**config.mk**
```make
export PLATFORM = sky130hd
export DESIGN_NAME = branch_resolve_queue
export DESIGN_NICKNAME = d
export VERILOG_FILES = /design/src/rtl/branch_resolve_queue.sv
export SDC_FILE = /design/constraint.sdc
export NUM_CORES = 1
export LEC_CHECK = 0
export CAP_MARGIN = 20
export CORE_ASPECT_RATIO = 1.2
export CORE_MARGIN = 5
export CORE_UTILIZATION = 63
export CTS_CLUSTER_SIZE = 12
export DETAILED_ROUTE_END_ITERATION = 8
export GPL_ROUTABILITY_DRIVEN = 0
export PLACE_DENSITY_LB_ADDON = 0.05
export SYNTH_ARGS = -nofsm -noshare
export SYNTH_HDL_FRONTEND = slang
export SYNTH_SLANG_ARGS = --single-unit
```
**constraint.sdc**
```tcl
create_clock -name clk -period 12.05 [get_ports clk]
set_input_delay 2.41 -clock clk [delete_from_list [all_inputs] [get_ports clk]]
set_output_delay 2.41 -clock clk [all_outputs]
set_load 0.01 [all_outputs]
```
**src/rtl/branch_resolve_queue.sv**
```systemverilog
// In-order branch tracking queue feeding the gshare predictor's training port.
// Pops the oldest branch on resolve, flags mispredictions and flushes wrong-path entries.
module branch_resolve_queue #(
    parameter int GHR_WIDTH = 8,
    parameter int DEPTH     = 8,
    parameter int PC_WIDTH  = 32,
    localparam int PTR_W    = $clog2(DEPTH),
    localparam int CNT_W    = PTR_W + 1
) (
    input  logic                 clk,
    input  logic                 reset,
    input  logic                 alloc_valid,
    input  logic [PC_WIDTH-1:0]  alloc_pc,
    input  logic                 alloc_pred_taken,
    input  logic [GHR_WIDTH-1:0] alloc_ghr,
    output logic                 alloc_ready,
    input  logic                 res_valid,
    input  logic                 res_taken,
    output logic                 branch_resolved,
    output logic                 branch_taken,
    output logic [PC_WIDTH-1:0]  pc,
    output logic                 mispredict,
    output logic [GHR_WIDTH-1:0] restore_ghr,
    output logic                 res_err,
    output logic [CNT_W-1:0]     count
);

    logic [PC_WIDTH-1:0]  pc_mem_q   [DEPTH];
    logic                 pred_mem_q [DEPTH];
    logic [GHR_WIDTH-1:0] ghr_mem_q  [DEPTH];

    logic [PTR_W-1:0]     head_q, head_d, tail_q, tail_d;
    logic [CNT_W-1:0]     count_q, count_d;
    logic                 resolved_q, resolved_d;
    logic                 taken_q, taken_d;
    logic [PC_WIDTH-1:0]  pc_q, pc_d;
    logic                 mis_q, mis_d;
    logic [GHR_WIDTH-1:0] rghr_q, rghr_d;
    logic                 err_q, err_d;

    logic                 do_alloc, do_pop, pop_mis, wr_en;
    logic [PC_WIDTH-1:0]  head_pc;
    logic                 head_pred;
    logic [GHR_WIDTH-1:0] head_ghr;
    logic                 ghr_msb_unused;

    assign alloc_ready    = (count_q != CNT_W'(DEPTH));
    assign do_alloc       = alloc_valid && alloc_ready;
    assign do_pop         = res_valid && (count_q != '0);
    assign head_pc        = pc_mem_q[head_q];
    assign head_pred      = pred_mem_q[head_q];
    assign head_ghr       = ghr_mem_q[head_q];
    assign pop_mis        = do_pop && (head_pred ^ res_taken);
    // The oldest GHR bit is shifted out of the restored history.
    assign ghr_msb_unused = head_ghr[GHR_WIDTH-1];
    assign wr_en          = do_alloc && !pop_mis;

    always_comb begin
        head_d     = head_q;
        tail_d     = tail_q;
        count_d    = count_q;
        resolved_d = 1'b0;
        mis_d      = 1'b0;
        err_d      = 1'b0;
        taken_d    = taken_q;
        pc_d       = pc_q;
        rghr_d     = rghr_q;

        if (res_valid) begin
            if (do_pop) begin
                resolved_d = 1'b1;
                taken_d    = res_taken;
                pc_d       = head_pc;
                mis_d      = head_pred ^ res_taken;
                rghr_d     = {head_ghr[GHR_WIDTH-2:0], res_taken};
            end else begin
                err_d = 1'b1;
            end
        end

        if (pop_mis) begin
            // Everything younger than the mispredicted branch, including a
            // same-cycle allocation, is wrong-path: empty the queue.
            head_d  = head_q + PTR_W'(1);
            tail_d  = head_q + PTR_W'(1);
            count_d = '0;
        end else begin
            if (do_alloc) tail_d = tail_q + PTR_W'(1);
            if (do_pop)   head_d = head_q + PTR_W'(1);
            if (do_alloc && !do_pop)      count_d = count_q + CNT_W'(1);
            else if (!do_alloc && do_pop) count_d = count_q - CNT_W'(1);
        end
    end

    always_ff @(posedge clk or posedge reset) begin
        if (reset) begin
            head_q     <= '0;
            tail_q     <= '0;
            count_q    <= '0;
            resolved_q <= 1'b0;
            taken_q    <= 1'b0;
            pc_q       <= '0;
            mis_q      <= 1'b0;
            rghr_q     <= '0;
            err_q      <= 1'b0;
        end else begin
            head_q     <= head_d;
            tail_q     <= tail_d;
            count_q    <= count_d;
            resolved_q <= resolved_d;
            taken_q    <= taken_d;
            pc_q       <= pc_d;
            mis_q      <= mis_d;
            rghr_q     <= rghr_d;
            err_q      <= err_d;
        end
    end

    always_ff @(posedge clk) begin
        if (wr_en) begin
            pc_mem_q[tail_q]   <= alloc_pc;
            pred_mem_q[tail_q] <= alloc_pred_taken;
            ghr_mem_q[tail_q]  <= alloc_ghr;
        end
    end

    assign branch_resolved = resolved_q;
    assign branch_taken    = taken_q;
    assign pc              = pc_q;
    assign mispredict      = mis_q;
    assign restore_ghr     = rghr_q;
    assign res_err         = err_q;
    assign count           = count_q;

endmodule
```
==> results.toml, run 1 <==
[outcome]
status = "finished clean"

[power]
p_clk_share_pct = 25.7
ir_worst_vdd_mv = 0.139
power_density_mw_per_mm2 = 236
power_uw = 3900
swShare_pct = 28.3
p_leak_uw = 0.00558
power_switching_uw = 1100
seqPwrFrac_pct = 46.5
p_comb_share_pct = 27.7
power.internal_uw = 2800

[timing]
rsz0062_at_grt = "no"
fmax_ghz = 0.208
holdWs_ns = 0.476
tns_ns = 0
setup_violations = 0
worst_slew_pin_slew_ns = 0.922
drv_slew = 0
timing_hold_violations_final = 0
fin_skew_ns = 0.0118
max-slew-margin-rel_pct = 38.6
post-route-period-util_pct = 39.9
post-route-min-period_ns = 4.81

[synthesis]
synth_top_family_by_area = "multiplexers"
postSynthAreaPerCell_um2 = 20.9
mappedNetlistArea_mm2 = 0.0141
synth.area.mux_share_pct = 16.1
ys.flop_type = "edfxtp_1"
synth_seq_area_share_pct = 77.3
netlist_top_cells_area = "edfxtp_1 (68%), mux4_2 (13%), dfrtp_1 (9.4%)"
synth_top_area_cell = "edfxtp_1"
synth.top_cell.area_share_pct = 67.9
synth_edf_count = 320
ys_seq_elements = 373
synth_compound_area_share_pct = 1.99
synthAdderAreaFrac_pct = 0.495
synthTopCellsByCount = "edfxtp_1 (320), mux4_2 (79), dfrtp_1 (53), nand2_1 (49), mux2i_1 (46)"
synthSimpleGateAreaFrac_pct = 2.40
syn_inst = 678
synth.most_common_cell = "edfxtp_1"
synth_xor_xnor_area_share_pct = 0.371
syn_nets = 729
async_flop_share_pct = 14.2
ys_types = 37
yosys_warnings = 0

[hold_path]
whs_path_depth = 2
min_from = "pc[13]$_DFFE_PP0P_"
worst_hold_path.endpoint = "pc[13]$_DFFE_PP0P_"
holdCritPathClass = "reg2reg"

[setup_path]
start_kind = "input port"
reg2reg_from = "head_q[0]$_DFFE_PP0P_"
crit_fanout = 84
end_kind = "flop"
critPathKind = "in2reg"
r2r_setup_slack_ns = 8.75
cp.arrival_ns = 5.16
timing.rr.end = "pc_mem_q[7][30]$_DFFE_PP_"
required_ns = 12.40
r2r_cells = 5

[cells_and_area]
fin_nets = 845
multi_input_area_mm2 = 0.00309
drive_gt1_share_pct = 18.9
final-instance-count-excl-fill = 1100
seqCellArea_mm2 = 0.0109
areaGrowthSynthToFinish_pct = 16.9
fillers = 1276

[floorplan]
die_w_um = 147
io_pins = 95
dieArea_mm2 = 0.0256
num_rows = 60
initial_core_util_pct = 63.5
core_mm2 = 0.0223
dieHeight_um = 174

[clock_tree]
tritoncts = "yes"
postCtsHoldBufs = 0
cts-htree-levels = 2
postCtsSetupBuffers = 0
root_buffer = "clkbuf_16"
cts-resized-gates = 0
clockBufferDepth = 3
cts_buffers = 37
clkSlewWorstSetupHoldPaths_ns = 0.06
clock_sinks = 373
clock_latency_ns = 0.50

[detailed_routing]
ant_nets = 0
wl_per_cell_um = 24.3
firstDrtPassIters = 5
drc = 0
drt-initial-drc-count = 500
vias = 6684
via_per_inst = 6.08
drt-total-wl_um = 26700

[global_route]
grt_pass1_vias = 7277
track_usage_pct = 21.8
overflow = 0
grt_start_max_net_pins = 85
grt_first_pass_wirelength_um = 42000
antenna_found_initial = 2

[placement]
portBuffers = 93
dp.cells = 1034
hpwl_um = 14400

[flow_run]
maxCapViolCount = 0
## stage by stage
step	utilization, %	instance area (µm²)	setup slack, ns
final	74.2	16500	7.24
after global placement	69.5	15500	6.76
after detailed placement	69.5	15500	6.71
after CTS	74.1	16500	7.23
after global routing	74.2	16500	6.94
after floorplan	-	14100	4.37
## placed cells by master (no fill, tap or decap), types with 2 or more instances in the layout
| cell | n |
|---|---|
| edfxtp_1 | 320 |
| clkdlybuf4s50_1 | 93 |
| mux4_2 | 79 |
| dfrtp_1 | 50 |
| nand2_1 | 49 |
| mux2i_1 | 46 |
| o21ai_0 | 41 |
| clkbuf_16 | 37 |
| clkbuf_1 | 26 |
| buf_4 | 21 |
| inv_1 | 4 |
| xnor2_1 | 4 |
| nor4b_2 | 4 |
| ha_1 | 4 |
| nand2b_1 | 3 |
| a21oi_1 | 3 |
| nor3_1 | 3 |
| nor4_2 | 3 |
| nand3_1 | 2 |
| xor2_1 | 2 |
| mux2_2 | 2 |
| nor2_1 | 2 |
| dfrtp_4 | 2 |
## worst max-delay path, stage by stage
cell             delay (ns)
clkdlybuf4s50_1        0.50
o41ai_4                0.09
buf_4                  0.73
nand3_1                0.29
ha_1                   0.35
a21o_1                 0.17
a211oi_1               0.30
mux2i_1                0.22
a31oi_1                0.09
## power groups by stage
| stage | Clock, µW | Combinational [µW] | Sequential, µW |
|---|---|---|---|
| 2_1_floorplan | 0 | 741 | 1800 |
| 3_3_place_gp | 0 | 1070 | 1830 |
| 3_5_place_dp | 0 | 1090 | 1850 |
| 4_1_cts | 1030 | 1100 | 1820 |
| 5_1_grt | 1090 | 1170 | 1850 |
| 6_report | 1000 | 1080 | 1810 |
## worst max-delay path by stage
stage          startpoint                   endpoint  depth (start not counted)
6_report        res_valid       count[3]$_DFFE_PP0P_                          9
5_1_grt         res_valid       count[3]$_DFFE_PP0P_                          9
4_1_cts         res_valid       count[3]$_DFFE_PP0P_                          9
3_5_place_dp    res_valid       count[3]$_DFFE_PP0P_                          9
3_3_place_gp    res_valid       count[3]$_DFFE_PP0P_                          9
2_1_floorplan   res_valid  ghr_mem_q[3][0]$_DFFE_PP_                          5
## cells by family after synthesis
group	count (synthesis)
fa+ha+maj	5
buf+inv	42
mux	128
flops	373
xor+xnor	6
compound gates	51
simple gates	73
## state kept, by name, summed over array words and instances (netlist names)
signal,count
restore_ghr,8
pc,32
mispredict,1
head_q,3
branch_resolved,1
tail_q,3
ghr_mem_q,56
pred_mem_q,8
count,4
res_err,1
pc_mem_q,256
## layer usage
layer | global-route usage [%] | wire length (µm) | vias up
met4 | 6.16 | 589 | 2
met3 | 3.86 | 1350 | 47
met2 | 36.9 | 14000 | 183
met1 | 29.7 | 10800 | 3489
met5 | 0 | 13 | -
li1 | - | - | 2963
## layout make-up
| cell class | count | share of cell area [%] |
|---|---|---|
| clock buffers | 64 | 6.27 |
| well taps | 279 | 2.11 |
| flip-flops and latches | 373 | 66.2 |
| inverters | 5 | 0.114 |
| clock inverters | 1 | 0.0303 |
| multi-input cells | 263 | 18.7 |
| repair buffers | 114 | 6.58 |
| diodes | 1 | 0.0151 |
No activity file was read; power rests on OpenSTA's default activity.
==> run 2, diff against run 1 <==
- CORE_UTILIZATION: 63 -> 53
- clock period: 12.05 -> 3.9 ns (I/O delays scaled with it)
==> results.toml, run 2 (synthesized netlist as in run 1, its figures left out) <==
[placement]
pre_cts_ws_ns = 0.546
dp.cells = 1094
portBuffers = 93
detailed_place.area_mm2 = 0.0157
hpwl_um = 15000

[floorplan]
core_mm2 = 0.0264
num_rows = 65
dieHeight_um = 189
die_w_um = 159
dieArea_mm2 = 0.0301
initial_core_util_pct = 53.7
io_pins = 95

[timing]
post-route-period-util_pct = 77.4
setup_violations = 0
drv_slew = 0
fin_ws_ns = 0.882
max-slew-margin-rel_pct = 36.8
rsz0062_at_grt = "no"
timing_hold_violations_final = 0
worst_slew_pin_slew_ns = 0.948
fmax_ghz = 0.331
post-route-min-period_ns = 3.02
fin_skew_ns = 0.0214

[global_route]
grt_first_pass_wirelength_um = 42800
grt_pass1_vias = 7345
grt_start_max_net_pins = 84
antenna_found_initial = 2
track_usage_pct = 18.5
overflow = 0

[cells_and_area]
fin_nets = 850
layout_commonest_cell = "edfxtp_1"
final-instance-count-excl-fill = 1163
max_flop_register = "pc_mem_q"
largest_register_ffs = 256
drive_gt1_share_pct = 19.6
finalInstanceArea_mm2 = 0.0168
areaGrowthSynthToFinish_pct = 18.5
num_antenna_cells = 0
fillers = 1875
layout_common_cells = "edfxtp_1 (320), clkdlybuf4s50_1 (93), mux4_2 (79)"

[clock_tree]
root_buffer = "clkbuf_16"
cts-htree-levels = 2
postCtsSetupBuffers = 0
clkSlewWorstSetupHoldPaths_ns = 0.06
postCtsHoldBufs = 0
clock_sinks = 373
cts_buffers = 38
cts-resized-gates = 0
clock_latency_ns = 0.52
clockBufferDepth = 3
tritoncts = "yes"

[setup_path]
r2r_cells = 5
crit_fanout = 7
critPathKind = "reg2out"
required_ns = 3.12
cp.arrival_ns = 2.24
end_kind = "output port"
start_kind = "flop"

[detailed_routing]
vias = 6636
drt-initial-drc-count = 333
drt-total-wl_um = 27400
drc = 0
via_per_inst = 5.71
firstDrtPassIters = 4
wl_per_cell_um = 23.6
ant_nets = 0

[hold_path]
holdCritPathClass = "reg2reg"
whs_path_depth = 2

[outcome]
status = "finished clean"

[power]
ir_worst_vdd_mv = 0.380
power_density_mw_per_mm2 = 733
p_leak_uw = 0.00565
power_uw = 12300

[flow_run]
maxCapViolCount = 0
[run 2: layout make-up]
| class | count | area, µm² | area share, % |
|---|---|---|---|
| Tap cell | 335 | 419 | 2.50 |
| Inverter | 5 | 18.8 | 0.112 |
| Clock buffer | 61 | 1060 | 6.31 |
| Clock inverter | 8 | 37.5 | 0.224 |
| Multi-Input combinational cell | 263 | 3160 | 18.8 |
| Timing Repair Buffer | 118 | 1130 | 6.75 |
| Sequential cell | 373 | 10900 | 65.3 |
[run 2: final timing paths]
check	endpoint	slack, ns	start
worst max-delay path	alloc_ready	0.88	count[1]$_DFFE_PP0P_
worst min-delay path	pc[18]$_DFFE_PP0P_	0.48	pc[18]$_DFFE_PP0P_
worst max register to register	pred_mem_q[1]$_DFFE_PP_	1.00	head_q[0]$_DFFE_PP0P_
worst min register to register	pc[18]$_DFFE_PP0P_	0.48	pc[18]$_DFFE_PP0P_
max in group asynchronous	head_q[1]$_DFFE_PP0P_	2.56	reset
min in group asynchronous	restore_ghr[1]$_DFFE_PP0P_	0.58	reset
[run 2: routing by layer]
| metal | wire length [µm] | vias to the layer above | part of all wire (%) | global-route usage, % |
|---|---|---|---|---|
| met5 | 27 | - | 0.099 | 0 |
| met4 | 525 | 4 | 1.9 | 4.96 |
| met3 | 1220 | 46 | 4.4 | 3.37 |
| met2 | 14200 | 142 | 52 | 32.3 |
| met1 | 11500 | 3457 | 42 | 24.1 |
| li1 | - | 2987 | - | - |
[run 2: metrics by stage]
step | utilization (%) | TNS (ns) | hold WS (ns)
after floorplan | - | -99.65 | 0.516
after global placement | 59.5 | 0 | 0.462
after detailed placement | 59.5 | 0 | 0.469
after CTS | 63.6 | 0 | 0.482
after global routing | 63.6 | 0 | 0.511
final | 63.6 | 0 | 0.476
[run 2: critical path: stages (launching register included)]
cell and delay (ns):
dfrtp_1 0.48, or4b_1 0.71, clkdlybuf4s50_1 0.54
[run 2: power breakdown]
part,internal [µW],switching (µW)
logic,1790,1820
clock network,1860,1390
registers,5110,314
total,8750,3530
